$ cat config.mk
export PLATFORM = sky130hd
export DESIGN_NAME = axi4_sram_mst_flat
export DESIGN_NICKNAME = d
export VERILOG_FILES = /design/src/rtl/axi4_sram_mst_if.sv /design/src/rtl/axi4_sram_mst.sv /design/src/flat_wrapper.sv
export SDC_FILE = /design/constraint.sdc
export NUM_CORES = 1
export LEC_CHECK = 0
export CAP_MARGIN = 20
export CORE_AREA = 4 4 168 170
export CTS_BUF_LIST = sky130_fd_sc_hd__clkbuf_8
export CTS_CLUSTER_DIAMETER = 80
export DETAILED_ROUTE_END_ITERATION = 6
export DIE_AREA = 0 0 172 174
export GPL_ROUTABILITY_DRIVEN = 0
export SYNTH_ARGS = -nofsm -noshare
export SYNTH_HDL_FRONTEND = slang
export SYNTH_SLANG_ARGS = --single-unit
$ cat constraint.sdc
create_clock -name aclk -period 1.6 [get_ports aclk]
set_input_delay 0.32 -clock aclk [delete_from_list [all_inputs] [get_ports aclk]]
set_output_delay 0.32 -clock aclk [all_outputs]
set_load 0.005 [all_outputs]
$ cat src/rtl/axi4_sram_mst_if.sv
// rtl/axi4_sram_mst_if.sv - AXI4 bus bundle between the SRAM-style initiator and its responder
interface axi4_sram_mst_if #(
   parameter int ADDR_WIDTH = 32,
   parameter int DATA_WIDTH = 64,
   parameter int ID_WIDTH   = 4
);
   logic [ID_WIDTH-1:0]     awid;
   logic [ADDR_WIDTH-1:0]   awaddr;
   logic [7:0]              awlen;
   logic [2:0]              awsize;
   logic [1:0]              awburst;
   logic                    awvalid;
   logic                    awready;
   logic [DATA_WIDTH-1:0]   wdata;
   logic [DATA_WIDTH/8-1:0] wstrb;
   logic                    wlast;
   logic                    wvalid;
   logic                    wready;
   logic [ID_WIDTH-1:0]     bid;
   logic [1:0]              bresp;
   logic                    bvalid;
   logic                    bready;
   logic [ID_WIDTH-1:0]     arid;
   logic [ADDR_WIDTH-1:0]   araddr;
   logic [7:0]              arlen;
   logic [2:0]              arsize;
   logic [1:0]              arburst;
   logic                    arvalid;
   logic                    arready;
   logic [ID_WIDTH-1:0]     rid;
   logic [DATA_WIDTH-1:0]   rdata;
   logic [1:0]              rresp;
   logic                    rlast;
   logic                    rvalid;
   logic                    rready;

   modport master (
      output awid, awaddr, awlen, awsize, awburst, awvalid,
      input  awready,
      output wdata, wstrb, wlast, wvalid,
      input  wready,
      input  bid, bresp, bvalid,
      output bready,
      output arid, araddr, arlen, arsize, arburst, arvalid,
      input  arready,
      input  rid, rdata, rresp, rlast, rvalid,
      output rready
   );

   modport slave (
      input  awid, awaddr, awlen, awsize, awburst, awvalid,
      output awready,
      input  wdata, wstrb, wlast, wvalid,
      output wready,
      output bid, bresp, bvalid,
      input  bready,
      input  arid, araddr, arlen, arsize, arburst, arvalid,
      output arready,
      output rid, rdata, rresp, rlast, rvalid,
      input  rready
   );
endinterface

$ cat src/rtl/axi4_sram_mst.sv
// rtl/axi4_sram_mst.sv - single-beat AXI4 initiator behind an SRAM-style request port
// Optional response watchdog with DRAIN state: define AXI4_SRAM_MST_TIMEOUT_EN.
module axi4_sram_mst #(
   parameter int ADDR_WIDTH     = 32,
   parameter int DATA_WIDTH     = 64,
   parameter int ID_WIDTH       = 4,
   parameter int MST_ID         = 0,
   parameter int TIMEOUT_CYCLES = 1024
) (
   input  logic                    aclk,
   input  logic                    aresetn,
   input  logic                    req_valid_i,
   output logic                    req_ready_o,
   input  logic                    req_wen_i,
   input  logic [ADDR_WIDTH-1:0]   req_addr_i,
   input  logic [DATA_WIDTH/8-1:0] req_bm_i,
   input  logic [DATA_WIDTH-1:0]   req_dat_i,
   output logic                    rsp_valid_o,
   output logic [DATA_WIDTH-1:0]   rsp_dat_o,
   output logic                    rsp_err_o,
   axi4_sram_mst_if.master         axi
);
   localparam int STRB_W = DATA_WIDTH / 8;
   localparam int SIZE   = $clog2(STRB_W);
   localparam logic [ID_WIDTH-1:0]   OWN_ID     = ID_WIDTH'(MST_ID);
   localparam logic [ADDR_WIDTH-1:0] ALIGN_MASK = ~ADDR_WIDTH'(STRB_W - 1);

   localparam logic [2:0] S_IDLE  = 3'd0;
   localparam logic [2:0] S_WADDR = 3'd1;
   localparam logic [2:0] S_WRESP = 3'd2;
   localparam logic [2:0] S_RADDR = 3'd3;
   localparam logic [2:0] S_RDATA = 3'd4;
   localparam logic [2:0] S_RSP   = 3'd5;

   logic [2:0]            state;
   logic [ADDR_WIDTH-1:0] addr_q;
   logic [DATA_WIDTH-1:0] dat_q;
   logic [STRB_W-1:0]     bm_q;
   logic                  aw_done;
   logic                  w_done;
   logic                  drain_b;
   logic                  drain_r;
   logic                  unused_bits;

`ifdef AXI4_SRAM_MST_TIMEOUT_EN
   localparam logic [2:0] S_DRAIN = 3'd6;
   localparam int CNT_W = $clog2(TIMEOUT_CYCLES + 1);
   localparam logic [CNT_W-1:0] CNT_LAST = CNT_W'(TIMEOUT_CYCLES - 1);

   logic [CNT_W-1:0] cnt;
   logic             tmo_q;
   logic             wen_q;

   // The late response is still owed by the responder; soak it up on the matching channel.
   assign drain_b = (state == S_DRAIN) && wen_q;
   assign drain_r = (state == S_DRAIN) && !wen_q;
`else
   assign drain_b = 1'b0;
   assign drain_r = 1'b0;
`endif

   assign unused_bits = ^{axi.bresp[0], axi.rresp[0]};

   // Reset gating keeps req_ready_o low while aresetn is held, even though state reads IDLE.
   assign req_ready_o = (state == S_IDLE) && aresetn;
   assign rsp_valid_o = (state == S_RSP);

   assign axi.awid    = OWN_ID;
   assign axi.awaddr  = addr_q;
   assign axi.awlen   = 8'd0;
   assign axi.awsize  = 3'(SIZE);
   assign axi.awburst = 2'b01;
   assign axi.awvalid = (state == S_WADDR) && !aw_done;
   assign axi.wdata   = dat_q;
   assign axi.wstrb   = bm_q;
   assign axi.wlast   = 1'b1;
   assign axi.wvalid  = (state == S_WADDR) && !w_done;
   assign axi.bready  = (state == S_WRESP) || drain_b;
   assign axi.arid    = OWN_ID;
   assign axi.araddr  = addr_q;
   assign axi.arlen   = 8'd0;
   assign axi.arsize  = 3'(SIZE);
   assign axi.arburst = 2'b01;
   assign axi.arvalid = (state == S_RADDR);
   assign axi.rready  = (state == S_RDATA) || drain_r;

   always_ff @(posedge aclk or negedge aresetn) begin
      if (!aresetn) begin
         state     <= S_IDLE;
         addr_q    <= '0;
         dat_q     <= '0;
         bm_q      <= '0;
         aw_done   <= 1'b0;
         w_done    <= 1'b0;
         rsp_dat_o <= '0;
         rsp_err_o <= 1'b0;
`ifdef AXI4_SRAM_MST_TIMEOUT_EN
         cnt       <= '0;
         tmo_q     <= 1'b0;
         wen_q     <= 1'b0;
`endif
      end else begin
         case (state)
            S_IDLE: begin
               if (req_valid_i) begin
                  addr_q  <= req_addr_i & ALIGN_MASK;
                  dat_q   <= req_dat_i;
                  bm_q    <= req_bm_i;
                  aw_done <= 1'b0;
                  w_done  <= 1'b0;
                  state   <= req_wen_i ? S_WADDR : S_RADDR;
`ifdef AXI4_SRAM_MST_TIMEOUT_EN
                  wen_q   <= req_wen_i;
`endif
               end
            end
            S_WADDR: begin
               if (axi.awready) aw_done <= 1'b1;
               if (axi.wready)  w_done  <= 1'b1;
               if ((aw_done || axi.awready) && (w_done || axi.wready)) begin
                  state <= S_WRESP;
`ifdef AXI4_SRAM_MST_TIMEOUT_EN
                  cnt   <= '0;
`endif
               end
            end
            S_WRESP: begin
               if (axi.bvalid) begin
                  rsp_err_o <= axi.bresp[1] | (axi.bid != OWN_ID);
                  state     <= S_RSP;
               end
`ifdef AXI4_SRAM_MST_TIMEOUT_EN
               else if (cnt == CNT_LAST) begin
                  rsp_err_o <= 1'b1;
                  tmo_q     <= 1'b1;
                  state     <= S_RSP;
               end else begin
                  cnt <= cnt + 1'b1;
               end
`endif
            end
            S_RADDR: begin
               if (axi.arready) begin
                  state <= S_RDATA;
`ifdef AXI4_SRAM_MST_TIMEOUT_EN
                  cnt   <= '0;
`endif
               end
            end
            S_RDATA: begin
               if (axi.rvalid) begin
                  rsp_dat_o <= axi.rdata;
                  rsp_err_o <= axi.rresp[1] | ~axi.rlast | (axi.rid != OWN_ID);
                  state     <= S_RSP;
               end
`ifdef AXI4_SRAM_MST_TIMEOUT_EN
               else if (cnt == CNT_LAST) begin
                  rsp_err_o <= 1'b1;
                  tmo_q     <= 1'b1;
                  state     <= S_RSP;
               end else begin
                  cnt <= cnt + 1'b1;
               end
`endif
            end
            S_RSP: begin
`ifdef AXI4_SRAM_MST_TIMEOUT_EN
               tmo_q <= 1'b0;
               state <= tmo_q ? S_DRAIN : S_IDLE;
`else
               state <= S_IDLE;
`endif
            end
`ifdef AXI4_SRAM_MST_TIMEOUT_EN
            S_DRAIN: begin
               if ((wen_q && axi.bvalid) || (!wen_q && axi.rvalid)) state <= S_IDLE;
            end
`endif
            default: state <= S_IDLE;
         endcase
      end
   end
endmodule

$ cat src/flat_wrapper.sv
// flat-port wrapper written by rule: the top's interface ports become plain ports
module axi4_sram_mst_flat 
#(
   parameter int ADDR_WIDTH     = 32,
   parameter int DATA_WIDTH     = 64,
   parameter int ID_WIDTH       = 4,
   parameter int MST_ID         = 0,
   parameter int TIMEOUT_CYCLES = 1024
)
  (aclk, aresetn, req_valid_i, req_ready_o, req_wen_i, req_addr_i, req_bm_i, req_dat_i, rsp_valid_o, rsp_dat_o, rsp_err_o, axi_awid, axi_awaddr, axi_awlen, axi_awsize, axi_awburst, axi_awvalid, axi_awready, axi_wdata, axi_wstrb, axi_wlast, axi_wvalid, axi_wready, axi_bid, axi_bresp, axi_bvalid, axi_bready, axi_arid, axi_araddr, axi_arlen, axi_arsize, axi_arburst, axi_arvalid, axi_arready, axi_rid, axi_rdata, axi_rresp, axi_rlast, axi_rvalid, axi_rready);
  axi4_sram_mst_if #(.ADDR_WIDTH(ADDR_WIDTH), .DATA_WIDTH(DATA_WIDTH), .ID_WIDTH(ID_WIDTH)) axi_i ();
  input  logic aclk;
  input  logic aresetn;
  input  logic req_valid_i;
  output logic req_ready_o;
  input  logic req_wen_i;
  input  logic [ADDR_WIDTH-1:0] req_addr_i;
  input  logic [DATA_WIDTH/8-1:0] req_bm_i;
  input  logic [DATA_WIDTH-1:0] req_dat_i;
  output logic rsp_valid_o;
  output logic [DATA_WIDTH-1:0] rsp_dat_o;
  output logic rsp_err_o;
  output wire logic [$bits(axi_i.awid)-1:0] axi_awid;
  output wire logic [$bits(axi_i.awaddr)-1:0] axi_awaddr;
  output wire logic [$bits(axi_i.awlen)-1:0] axi_awlen;
  output wire logic [$bits(axi_i.awsize)-1:0] axi_awsize;
  output wire logic [$bits(axi_i.awburst)-1:0] axi_awburst;
  output wire logic [$bits(axi_i.awvalid)-1:0] axi_awvalid;
  input wire logic [$bits(axi_i.awready)-1:0] axi_awready;
  output wire logic [$bits(axi_i.wdata)-1:0] axi_wdata;
  output wire logic [$bits(axi_i.wstrb)-1:0] axi_wstrb;
  output wire logic [$bits(axi_i.wlast)-1:0] axi_wlast;
  output wire logic [$bits(axi_i.wvalid)-1:0] axi_wvalid;
  input wire logic [$bits(axi_i.wready)-1:0] axi_wready;
  input wire logic [$bits(axi_i.bid)-1:0] axi_bid;
  input wire logic [$bits(axi_i.bresp)-1:0] axi_bresp;
  input wire logic [$bits(axi_i.bvalid)-1:0] axi_bvalid;
  output wire logic [$bits(axi_i.bready)-1:0] axi_bready;
  output wire logic [$bits(axi_i.arid)-1:0] axi_arid;
  output wire logic [$bits(axi_i.araddr)-1:0] axi_araddr;
  output wire logic [$bits(axi_i.arlen)-1:0] axi_arlen;
  output wire logic [$bits(axi_i.arsize)-1:0] axi_arsize;
  output wire logic [$bits(axi_i.arburst)-1:0] axi_arburst;
  output wire logic [$bits(axi_i.arvalid)-1:0] axi_arvalid;
  input wire logic [$bits(axi_i.arready)-1:0] axi_arready;
  input wire logic [$bits(axi_i.rid)-1:0] axi_rid;
  input wire logic [$bits(axi_i.rdata)-1:0] axi_rdata;
  input wire logic [$bits(axi_i.rresp)-1:0] axi_rresp;
  input wire logic [$bits(axi_i.rlast)-1:0] axi_rlast;
  input wire logic [$bits(axi_i.rvalid)-1:0] axi_rvalid;
  output wire logic [$bits(axi_i.rready)-1:0] axi_rready;
  assign axi_awid = axi_i.awid;
  assign axi_awaddr = axi_i.awaddr;
  assign axi_awlen = axi_i.awlen;
  assign axi_awsize = axi_i.awsize;
  assign axi_awburst = axi_i.awburst;
  assign axi_awvalid = axi_i.awvalid;
  assign axi_i.awready = axi_awready;
  assign axi_wdata = axi_i.wdata;
  assign axi_wstrb = axi_i.wstrb;
  assign axi_wlast = axi_i.wlast;
  assign axi_wvalid = axi_i.wvalid;
  assign axi_i.wready = axi_wready;
  assign axi_i.bid = axi_bid;
  assign axi_i.bresp = axi_bresp;
  assign axi_i.bvalid = axi_bvalid;
  assign axi_bready = axi_i.bready;
  assign axi_arid = axi_i.arid;
  assign axi_araddr = axi_i.araddr;
  assign axi_arlen = axi_i.arlen;
  assign axi_arsize = axi_i.arsize;
  assign axi_arburst = axi_i.arburst;
  assign axi_arvalid = axi_i.arvalid;
  assign axi_i.arready = axi_arready;
  assign axi_i.rid = axi_rid;
  assign axi_i.rdata = axi_rdata;
  assign axi_i.rresp = axi_rresp;
  assign axi_i.rlast = axi_rlast;
  assign axi_i.rvalid = axi_rvalid;
  assign axi_rready = axi_i.rready;
  axi4_sram_mst #(.ADDR_WIDTH(ADDR_WIDTH), .DATA_WIDTH(DATA_WIDTH), .ID_WIDTH(ID_WIDTH), .MST_ID(MST_ID), .TIMEOUT_CYCLES(TIMEOUT_CYCLES)) u_core (.aclk(aclk), .aresetn(aresetn), .req_valid_i(req_valid_i), .req_ready_o(req_ready_o), .req_wen_i(req_wen_i), .req_addr_i(req_addr_i), .req_bm_i(req_bm_i), .req_dat_i(req_dat_i), .rsp_valid_o(rsp_valid_o), .rsp_dat_o(rsp_dat_o), .rsp_err_o(rsp_err_o), .axi(axi_i));
endmodule
==> impl_metrics.tcl, run 1 <==
set metrics [dict create \
    cts_max_level 4 \
    ant_nets 0 \
    antenna-diode-count 0 \
    dieArea_mm2 0.0299 \
    critPathKind "flop to flop" \
    slew_headroom_pct 36.7 \
    initial_utilization_pct 28.0 \
    cts_num_sinks 171 \
    status "finished, violations left" \
    post-dp-hpwl_um 16300 \
    syn_area_mm2 0.00747 \
    rows 60 \
    fin_cells 1284 \
    cts_made_buffers 17 \
    yosysWarningCount 0 \
    grt_use_total_pct 14.4 \
    report.power.total_w 0.0231 \
    syn_area_per_cell_um2 15.8 \
    routed_via_density 4.19 \
    die_h_um 174 \
    port_buffers 386 \
    crit_required_ns 1.93 \
    fin_crit_sh_pct 113 \
    timing.fmax_ghz 0.552 \
    grt_pass1_wl_um 33000 \
    tightest_slew_ns 0.949 \
    cpMostUsedCell "buf_12" \
    crit_path_start_kind "flop" \
    ir_worst_vdd_v 0.000713 \
    gr-total-overflow 0 \
    layout_setup_ws_ns -0.210 \
    violations "setup timing" \
    clk_latency_ns 0.46 \
    drt_iter0_markers 162 \
    endpoint_kind "flop" \
    cp_cell_sequence "buf_6, nor3_4, and2_4, buf_12, buf_12, buf_8, mux2_4" \
    clock_skew_ns 0.0199 \
    ys_seq_area_share_pct 57.3 \
    max_stage_delay_ns 0.47 \
    finalWirelength_um 23700 \
    design.core.area_mm2 0.0267 \
    synth_cells 473 \
    crit_fanout 6 \
    first_pass_iters 4 \
    num_vias 5374 \
    nNetsFinal 1120 \
    rsz0062_at_grt "yes" \
    cp_slowest_cell "dfrtp_2" \
    hold_violations 0 \
    drt-wirelength-per-cell_um 18.5 \
    drv_cap 0 \
    antenna_found_initial 0 \
    leakagePower_nw 6.12 \
    clockRootBuffer "clkbuf_8" \
    drive_gt1_share_pct 35.5 \
    clockBufferDepth 2 \
    cts_tree "built" \
    setup_violations 170 \
    die_w_um 172 \
    drv_slew 0 \
    remaining_drc_errors 0 \
    hold_class "primary input to async pin" \
    powerDensity_mw_per_mm2 1790 \
    holdBufCountCts 0 \
    final.min_clock_period_ns 1.81 \
    synthToLayoutAreaGrowth_pct 73.2 \
    critPathArrivalTime_ns 2.14 \
    synth.distinct_cells 33 \
    final_util_pct 48.4 \
    ys_ff_latch 171 \
    cts.reportedPaths.clkPinSlew_ns 0.11 \
    grt_max_degree 172 \
    grt_pass1_vias 5617 \
    top_level_ports 433 \
    holdWs_ns 0.0304 \
    dpl.cell_count 1193 \
]
[layer usage]
layer	wire length (um)	share of wire, %	global-route usage [%]
met1	9430	40	16.7
met2	12000	51	25.3
met3	1870	7.9	4.53
met4	357	1.5	3.83
met5	0	0	0
[kinds of logic after synthesis]
kind of cell | after synthesis | synth area share, %
other cells | 2 | 0.101
buf+inv | 93 | 10.9
mux | 166 | 28.4
compound gates | 13 | 1.09
simple gates | 28 | 2.24
flops | 171 | 57.3
[cells in the mapped netlist]
cell | n | area share, %
nor2_1 | 9 | 0.45
inv_1 | 1 | 0.050
o21ai_1 | 1 | 0.067
o21ai_0 | 1 | 0.067
mux2_4 | 68 | 14
nor3_1 | 2 | 0.13
o2bb2ai_1 | 1 | 0.12
nor4_1 | 1 | 0.084
o31ai_1 | 1 | 0.10
buf_12 | 6 | 1.6
buf_6 | 4 | 0.60
o22ai_1 | 1 | 0.084
or3b_1 | 2 | 0.23
a21oi_1 | 5 | 0.33
nand2_1 | 2 | 0.10
buf_2 | 5 | 0.33
mux2_1 | 97 | 15
buf_8 | 6 | 1.2
conb_1 | 2 | 0.10
mux2i_1 | 1 | 0.13
a31oi_1 | 1 | 0.084
and2_1 | 3 | 0.25
buf_4 | 70 | 7.0
nor3b_2 | 1 | 0.17
nor2b_1 | 2 | 0.17
dfrtp_1 | 171 | 57
nor3b_1 | 3 | 0.30
and3_1 | 1 | 0.084
a21oi_2 | 1 | 0.12
nor4bb_1 | 1 | 0.13
buf_1 | 1 | 0.050
and4b_1 | 1 | 0.13
o22a_1 | 1 | 0.12
[worst max-delay path: cells and delay by family, from the launching register on]
kind / cells / cell delay, ns
mux: 1 / 0.29
simple gates: 2 / 0.41
flops: 1 / 0.47
buf+inv: 4 / 0.53
[sequential cells by signal, summed over array words and instances, names as in the netlist]
register           cells
u_core.aw_done         1
u_core.rsp_err_o       1
u_core.axi.wstrb       8
u_core.axi.wdata      64
u_core.axi.araddr     29
u_core.w_done          1
u_core.state           3
u_core.rsp_dat_o      64
[power by group]
group / internal [W] / total, W / switching, W
logic: 0.00835 / 0.0124 / 0.00401
clock network: 0.00117 / 0.00304 / 0.00187
registers: 0.00652 / 0.00774 / 0.00123
[cell type report]
class / instances / area (um^2)
fillers: 2424 / 13800
clock buffers: 17 / 234
repair buffers: 491 / 4890
well taps: 341 / 427
multi-input cells: 248 / 2950
inverters: 1 / 3.75
flip-flops and latches: 171 / 4280
clock inverters: 15 / 155
[path summary, 6_finish.rpt]
check | start | to | slack [ns] | depth (start not counted)
max in group asynchronous | aresetn | u_core.axi.araddr[6] | 0.87 | 2
worst max register to register | u_core.state[2] | u_core.axi.wdata[41] | -0.21 | 7
worst min-delay path | aresetn | u_core.axi.wdata[24] | 0.03 | 2
min in group aclk | axi_rdata[7] | u_core.rsp_dat_o[7] | 0.47 | 2
worst max-delay path | u_core.state[2] | u_core.axi.wdata[41] | -0.21 | 7
worst min register to register | u_core.rsp_dat_o[30] | u_core.rsp_dat_o[30] | 0.49 | 1
[layout by cell type, fill, tap and decap left out, types with 2 or more instances in the layout]
cell type          n
a21oi_1            4
and2_4             2
buf_12            17
buf_2              4
buf_4             60
buf_6             19
buf_8             15
clkbuf_16          5
clkbuf_2           2
clkbuf_8          17
clkdlybuf4s15_1   18
clkdlybuf4s50_1  183
clkinv_4           4
clkinv_8           3
conb_1            41
dfrtp_1          167
dfrtp_2            4
dlygate4sd2_1    167
inv_6              2
inv_8              4
mux2_1             3
mux2_4           162
nor2_1             7
nor2b_1            2
nor3b_2            2
[repair_timing]
item,in CTS,in global routing
gates cloned,5,5
setup buffers,49,10
pin swaps,6,7
resized for setup,279,145
endpoints found under the setup margin,362,199
[metrics by stage]
step	cell area (um^2)	TNS [ns]	setup slack, ns
after floorplan	7620	0	0.0300
after global placement	11600	-21.66	-0.173
after detailed placement	11600	-22.24	-0.171
after CTS	12500	-20.76	-0.220
after global routing	12900	-31.93	-0.296
final	12900	-20.47	-0.210
(Power assumes the default switching activity.)
==> inputs of run 2 (changes only) <==
--- a/config.mk
+++ b/config.mk
@@ -12,6 +12,7 @@
 export DETAILED_ROUTE_END_ITERATION = 6
 export DIE_AREA = 0 0 172 174
 export GPL_ROUTABILITY_DRIVEN = 0
+export HOLD_SLACK_MARGIN = 0.06
 export SYNTH_ARGS = -nofsm -noshare
 export SYNTH_HDL_FRONTEND = slang
 export SYNTH_SLANG_ARGS = --single-unit
==> run 2 against run 1 <==
Compared with the run above:
- the run still ends with setup timing left
- hold slack gained 0.44 ns
- sequential power is essentially flat
- wire length grew 0.17%
- combinational power is essentially flat
- global-route usage is the same
- flip-flop and latch count is the same
- critical path depth is the same
- cell count is essentially flat
- maximum frequency is the same
- worst setup slack is the same
- clock power is essentially flat
- critical endpoint unchanged
- largest cell class unchanged
- highest routed layer unchanged
==> impl_metrics.tcl, run 2 (synthesis gave the netlist of run 1 again) <==
set metrics [dict create \
    status "finished, violations left" \
    violations "setup timing" \
    remaining_drc_errors 0 \
    endpoint_kind "flop" \
    antenna-diode-count 0 \
    die_h_um 174 \
    setup_violations 170 \
    hold_class "primary input to flop" \
    crit_path_start_kind "flop" \
    final.min_clock_period_ns 1.81 \
    grt_use_total_pct 14.4 \
    layout_common_cells "clkdlybuf4s50_1, dlygate4sd2_1, dfrtp_1, mux2_4, buf_4" \
    cpMostUsedCell "buf_12" \
    reg2regPathDepth 7 \
    powerDensity_mw_per_mm2 1790 \
    holdPathEnd "u_core.rsp_dat_o[19]" \
    first_pass_iters 4 \
    final_util_pct 48.5 \
    final_common_cell "clkdlybuf4s50_1" \
    crit_required_ns 1.93 \
    worst-path-buf-inv 4 \
    holdPathStages 2 \
    port_buffers 386 \
    top_level_ports 433 \
    drive_gt1_share_pct 35.5 \
    crit_fanout 6 \
    layout_setup_ws_ns -0.210 \
    max_stage_delay_ns 0.47 \
    routed_via_density 4.18 \
    cp_cell_sequence "buf_6, nor3_4, and2_4, buf_12, buf_12, buf_8, mux2_4" \
    critPathArrivalTime_ns 2.14 \
    timing.fmax_ghz 0.552 \
    grt_max_degree 172 \
    synthToLayoutAreaGrowth_pct 73.3 \
    holdWs_ns 0.466 \
    nNetsFinal 1121 \
    drt_iter0_markers 168 \
    grt_pass1_vias 5617 \
    min_from "axi_rdata[19]" \
    num_vias 5366 \
    critPathKind "flop to flop" \
    clock_skew_ns 0.0205 \
    drv_slew 0 \
    cts_tree "built" \
    ir_worst_vdd_v 0.000713 \
    tightest_slew_ns 0.953 \
    cts_made_buffers 17 \
    finalWirelength_um 23700 \
    initial_utilization_pct 28.0 \
    grt_pass1_wl_um 33000 \
    clockBufferDepth 2 \
    reg2reg_to "u_core.axi.wdata[41]" \
    drv_cap 0 \
    cts_max_level 4 \
    leakagePower_nw 6.13 \
    slew_headroom_pct 36.4 \
    hold_violations 0 \
    rr_startpoint "u_core.state[2]" \
    cp_slowest_cell "dfrtp_2" \
    cts.reportedPaths.clkPinSlew_ns 0.12 \
    die_w_um 172 \
    rsz0062_at_grt "yes" \
    cts_num_sinks 171 \
    clockRootBuffer "clkbuf_8" \
    r2r_slack_ns -0.21 \
    ant_nets 0 \
    antenna_found_initial 0 \
    cp_top_family "buffers and inverters" \
    clk_latency_ns 0.46 \
    gr-total-overflow 0 \
    design.core.area_mm2 0.0267 \
    post-dp-hpwl_um 16300 \
    fin_crit_sh_pct 113 \
    dieArea_mm2 0.0299 \
    drt-wirelength-per-cell_um 18.5 \
    rows 60 \
]
-- run 2: cell count changes in the layout (fill, tap and decap cells not counted), sizes merged --
cell,previous run,this run
dlygate4sd3,0,1
-- run 2: layout make-up --
type / count / area, um^2
well taps: 341 / 427
inverters: 1 / 3.75
multi-input cells: 248 / 2950
repair buffers: 492 / 4900
clock buffers: 17 / 234
flip-flops and latches: 171 / 4280
clock inverters: 15 / 155
fillers: 2426 / 13800
-- run 2: worst max path at each step --
| stage | start | end | cells past startpoint |
|---|---|---|---|
| global route | u_core.state[1] | axi_wvalid | 5 |
| global placement | req_valid_i | u_core.axi.araddr[26] | 5 |
| finish | u_core.state[2] | u_core.axi.wdata[41] | 7 |
| floorplan | u_core.state[1] | u_core.axi.wdata[62] | 6 |
| detailed placement | req_valid_i | u_core.axi.wdata[0] | 5 |
| CTS | u_core.state[1] | axi_rready | 4 |
-- run 2: per-layer routing --
layer	share of wire (%)	global-route usage, %
met3	7.9	4.53
met5	0	0
met1	40	16.7
met4	1.4	3.83
met2	51	25.3
-- run 2: timing repair --
item,4_1_cts,5_1_grt
pin swaps,6,7
hold buffers,0,1
buffers inserted,49,10
gates resized for setup,279,145
gates cloned,5,5
setup endpoints to repair,362,199
endpoints found under the hold margin,0,1
-- run 2: power breakdown --
part / switching, W / total (W) / internal [W]
Clock: 0.00186 / 0.00303 / 0.00117
Sequential: 0.00123 / 0.00774 / 0.00652
Combinational: 0.00402 / 0.0124 / 0.00835
-- run 2: stage by stage --
step                      instances  cell area, um^2  TNS [ns]  power [W]  setup WS (ns)
final                          1285            12900    -20.55     0.0231         -0.210
after global routing           1285            12900    -32.01     0.0246         -0.296
after CTS                      1279            12500    -20.76     0.0221         -0.220
after detailed placement       1193            11600    -22.24     0.0190         -0.171
after global placement         1193            11600    -21.66     0.0189         -0.173
after floorplan                 512             7620         0     0.0124         0.0300
-- run 2: worst register-to-register path: stages (launching register included) --
cell and delay, ns:
dfrtp_2 0.47, buf_6 0.14, nor3_4 0.17, and2_4 0.24, buf_12 0.16, buf_12 0.13, buf_8 0.11, mux2_4 0.29
==> inputs of run 3 (changes only) <==
--- a/config.mk
+++ b/config.mk
@@ -6,11 +6,11 @@
 export NUM_CORES = 1
 export LEC_CHECK = 0
 export CAP_MARGIN = 20
-export CORE_AREA = 4 4 168 170
+export CORE_AREA = 2 2 168 170
 export CTS_BUF_LIST = sky130_fd_sc_hd__clkbuf_8
 export CTS_CLUSTER_DIAMETER = 80
 export DETAILED_ROUTE_END_ITERATION = 6
-export DIE_AREA = 0 0 172 174
+export DIE_AREA = 0 0 170 172
 export GPL_ROUTABILITY_DRIVEN = 0
 export HOLD_SLACK_MARGIN = 0.06
 export SYNTH_ARGS = -nofsm -noshare
==> constraint.sdc (replaced) <==
create_clock -name aclk -period 2.2 [get_ports aclk]
set_input_delay 0.44 -clock aclk [delete_from_list [all_inputs] [get_ports aclk]]
set_output_delay 0.44 -clock aclk [all_outputs]
set_load 0.005 [all_outputs]
==> run 3 against run 2 <==
Compared with the run above:
- the flow now finishes without violations
- via count is 7.8% lower
- total power fell by 32%
- sequential power decreased by 26%
- combinational power shrank 37%
- cell count is 5.4% lower
- die area is 2.3% lower
- flip-flop and latch count did not move
- wire length fell by 14%
- hold slack worse by 0.084 ns
- clock skew fell by 0.0079 ns
- first-iteration DRC count is 0.60% higher
- clock power is 27% lower
- critical path type is now flop to output port
- largest power group unchanged
==> impl_metrics.tcl, run 3 (synthesis gave the netlist of run 1 again) <==
set metrics [dict create \
    critPathKind "flop to output port" \
    powerDensity_mw_per_mm2 1320 \
    clockBufferDepth 2 \
    cts.reportedPaths.clkPinSlew_ns 0.11 \
    synthToLayoutAreaGrowth_pct 58.7 \
    layout_common_cells "clkdlybuf4s50_1, dfrtp_1, mux2_1, mux2_4, conb_1" \
    status "completed" \
    grt_pass1_vias 4984 \
    fin_setup_tns_ns 0 \
    drv_slew 0 \
    final_util_pct 43.2 \
    initial_utilization_pct 27.2 \
    ant_nets 0 \
    clock_skew_ns 0.0126 \
    fin_cells 1216 \
    drv_cap 0 \
    remaining_drc_errors 0 \
    cp-startpoint "u_core.state[1]" \
    die_w_um 170 \
    timing.fmax_ghz 0.474 \
    critPathArrivalTime_ns 1.67 \
    dpl.cell_count 1169 \
    hold_class "primary input to async pin" \
    cts_made_buffers 17 \
    grt_max_degree 155 \
    rows 61 \
    num_vias 4947 \
    antenna_found_initial 0 \
    rr_startpoint "u_core.state[1]" \
    drive_gt1_share_pct 16.9 \
    cts_num_sinks 171 \
    clockRootBuffer "clkbuf_8" \
    cts_max_level 4 \
    top_level_ports 433 \
    grt_use_total_pct 13.3 \
    ir_worst_vdd_v 0.000606 \
    routed_via_density 4.07 \
    port_buffers 386 \
    clk_latency_ns 0.45 \
    drt-wirelength-per-cell_um 16.9 \
    cts_tree "built" \
    leakagePower_nw 5.11 \
    die_h_um 172 \
    drt_iter0_markers 169 \
    crit_fanout 3 \
    endpoint_kind "output port" \
    dieArea_mm2 0.0292 \
    final.min_clock_period_ns 2.11 \
    fillCellCount 2587 \
    final_common_cell "clkdlybuf4s50_1" \
    setup_violations 0 \
    post-dp-hpwl_um 15100 \
    first_pass_iters 4 \
    antenna-diode-count 0 \
    fin_crit_sh_pct 95.8 \
    nNetsFinal 1047 \
    design.core.area_mm2 0.0275 \
    layout_setup_ws_ns 0.0923 \
    hold_violations 0 \
    gr-total-overflow 0 \
    rsz0062_at_grt "yes" \
    finalWirelength_um 20500 \
    place_ws_ns 0.174 \
    grt_pass1_wl_um 29400 \
    tightest_slew_ns 0.953 \
    crit_path_start_kind "flop" \
    slew_headroom_pct 36.5 \
    crit_required_ns 1.76 \
]
-- run 3: final cells by class --
| type | instances | area [um^2] | share of cell area [%] |
|---|---|---|---|
| Multi-Input combinational cell | 248 | 2570 | 21.7 |
| Timing Repair Buffer | 418 | 4190 | 35.3 |
| Clock buffer | 18 | 248 | 2.09 |
| Sequential cell | 171 | 4280 | 36.1 |
| Inverter | 1 | 3.75 | 0.0316 |
| Clock inverter | 14 | 131 | 1.11 |
| Tap cell | 346 | 433 | 3.65 |
-- run 3: report_power, final --
part	switching (W)	internal [W]	total, W	leakage (nW)
clock network	0.00134	0.000870	0.00221	0.201
logic	0.00233	0.00547	0.00780	2.87
registers	0.000950	0.00474	0.00569	2.04
total	0.00462	0.0111	0.0157	5.11
-- run 3: stage by stage --
stage / hold slack [ns] / power [W] / area, um^2
3_5_place_dp: 0.299 / 0.0134 / 11300
5_1_grt: 0.359 / 0.0167 / 11900
3_3_place_gp: 0.303 / 0.0133 / 11300
4_1_cts: 0.352 / 0.0159 / 11800
2_1_floorplan: 0.144 / 0.00902 / 7620
6_report: 0.382 / 0.0157 / 11900
-- run 3: repair_timing --
item / CTS / global route
pin swaps: 1 / 2
endpoints found under the setup margin: 7 / 4
hold endpoints to repair: 17 / 0
cloned: 0 / 0
buffers inserted: 12 / 2
hold buffers: 1 / 0
gates resized for setup: 19 / 7
-- run 3: worst paths after layout --
check	end	slack, ns	depth (start not counted)
max in group asynchronous	u_core.axi.wdata[22]	0.60	3
setup reg to reg	u_core.rsp_dat_o[58]	0.25	6
hold / removal	u_core.rsp_dat_o[1]	0.38	2
hold reg to reg	u_core.rsp_dat_o[37]	0.49	1
setup / recovery	axi_rready	0.09	4
min in group aclk	u_core.rsp_dat_o[37]	0.49	1
-- run 3: layer usage --
layer	global-route usage [%]	share of wire, %	up-vias
met2	22.5	50	231
met1	16.0	40	2417
met5	0	0	-
met4	3.46	0.88	0
met3	4.94	8.9	11
li1	-	-	2288
-- run 3: worst max-delay path, cell delays in order (launching register included) --
cell	delay, ns
dfrtp_2	0.42
buf_4	0.14
buf_4	0.13
nor3b_4	0.24
dlygate4sd2_1	0.30
==> edit (flow settings as in run 2) <==
`ADDR_WIDTH` is set to 32 in 3 places; all go to 16.
--- a/src/rtl/axi4_sram_mst_if.sv
+++ b/src/rtl/axi4_sram_mst_if.sv
@@ -2,3 +2,3 @@
 interface axi4_sram_mst_if #(
-   parameter int ADDR_WIDTH = 32,
+   parameter int ADDR_WIDTH = 16,
    parameter int DATA_WIDTH = 64,
--- a/src/rtl/axi4_sram_mst.sv
+++ b/src/rtl/axi4_sram_mst.sv
@@ -3,3 +3,3 @@
 module axi4_sram_mst #(
-   parameter int ADDR_WIDTH     = 32,
+   parameter int ADDR_WIDTH     = 16,
    parameter int DATA_WIDTH     = 64,
--- a/src/flat_wrapper.sv
+++ b/src/flat_wrapper.sv
@@ -3,3 +3,3 @@
 #(
-   parameter int ADDR_WIDTH     = 32,
+   parameter int ADDR_WIDTH     = 16,
    parameter int DATA_WIDTH     = 64,
Ports: changed (resized axi_araddr, axi_awaddr and req_addr_i); port bits go from 433 to 385. No check against the original RTL was run, so the function may have changed too.
==> edit against run 2 <==
The flow still finishes with violations (negative setup slack). Final area is 11% lower. Setup slack better by 0.0027 ns. Global-route usage shrank 1.6 points. Wire length down 12%. Critical endpoint is now u_core.axi.araddr[4]$_DFFE_PN0P_. Via count down 12%. First-iteration DRC count rose by 6.0%. Power is 12% lower. Sequential cell count fell by 16. Synthesized area fell by 13%.
==> edit: results (changes against run 2) <==
- Status: finished with violations (unchanged)
- Failing checks: negative setup slack (unchanged)
- Clkbuf count: 18 (was 17)
- Area contributors post-synth: dfrtp_1, mux2_1, mux2_2 (was dfrtp_1, mux2_1, mux2_4)
- Mux share of post-synthesis cell area: 26.99% (was 28.42%)
- Max VDD drop: 0.7206 mV (was 0.7127 mV)
- Overall Global Routing Usage: 12.79% (was 14.36%)
- Port Buffer Count: 338 (was 386)
- Non-clk bufs: 411 (was 492)
- Setup ws final: -0.2075 ns (was -0.2102 ns)
- Post-Layout Cell Count: 1173 (was 1285)
- Finish-stage setup viols: 156 (was 170)
- WL met1: 8883 um (was 9465 um)
- Met1 Track Usage GR: 15.69% (was 16.73%)
- First-pass GRT wire length: 29820 um (was 32980 um)
- Synth cell types: 31 (was 33)
- Filler cells: 2552 (was 2426)
- Non-clock buffer share: 35.63% (was 37.82%)
- Largest net degree at the start of global routing: 89 (was 172)
- Multi-input gates: 233 (was 248)
- Met2 wire length: 10240 um (was 12070 um)
- Final TNS setup: -19.92 ns (was -20.55 ns)
- Sequential cell area fraction in the yosys report: 59.39% (was 57.27%)
- Util after Layout: 43.18% (was 48.46%)
- Clock buf/inv share: 3.730% (was 3.005%)
- Sequential share of cell area: 33.61% (was 33.08%)
- Area of the multi-input gates: 0.002689 mm^2 (was 0.002949 mm^2)
- Layout cells sized above 1: 33.05% (was 35.49%)
==> edit: worst max-delay path by stage <==
stage	from	to	slack, ns
finish	u_core.state[0]$_DFFE_PN0P_	u_core.axi.araddr[4]$_DFFE_PN0P_	-0.21
detailed placement	req_valid_i	u_core.axi.araddr[9]$_DFFE_PN0P_	-0.24
global route	u_core.state[0]$_DFFE_PN0P_	u_core.axi.araddr[4]$_DFFE_PN0P_	-0.28
CTS	u_core.state[2]$_DFFE_PN0P_	axi_bready	-0.25
floorplan	u_core.state[0]$_DFFE_PN0P_	u_core.rsp_dat_o[0]$_DFFE_PN0P_	0.05
global placement	req_valid_i	u_core.axi.wdata[9]$_DFFE_PN0P_	-0.21
==> edit: power groups by stage <==
stage	clock network (uW)	registers, uW	logic (uW)
2_1_floorplan	0	7090	3410
3_3_place_gp	0	6960	9030
3_5_place_dp	0	7030	9070
4_1_cts	3430	6890	9350
5_1_grt	3600	7220	11000
6_report	3280	6930	10200
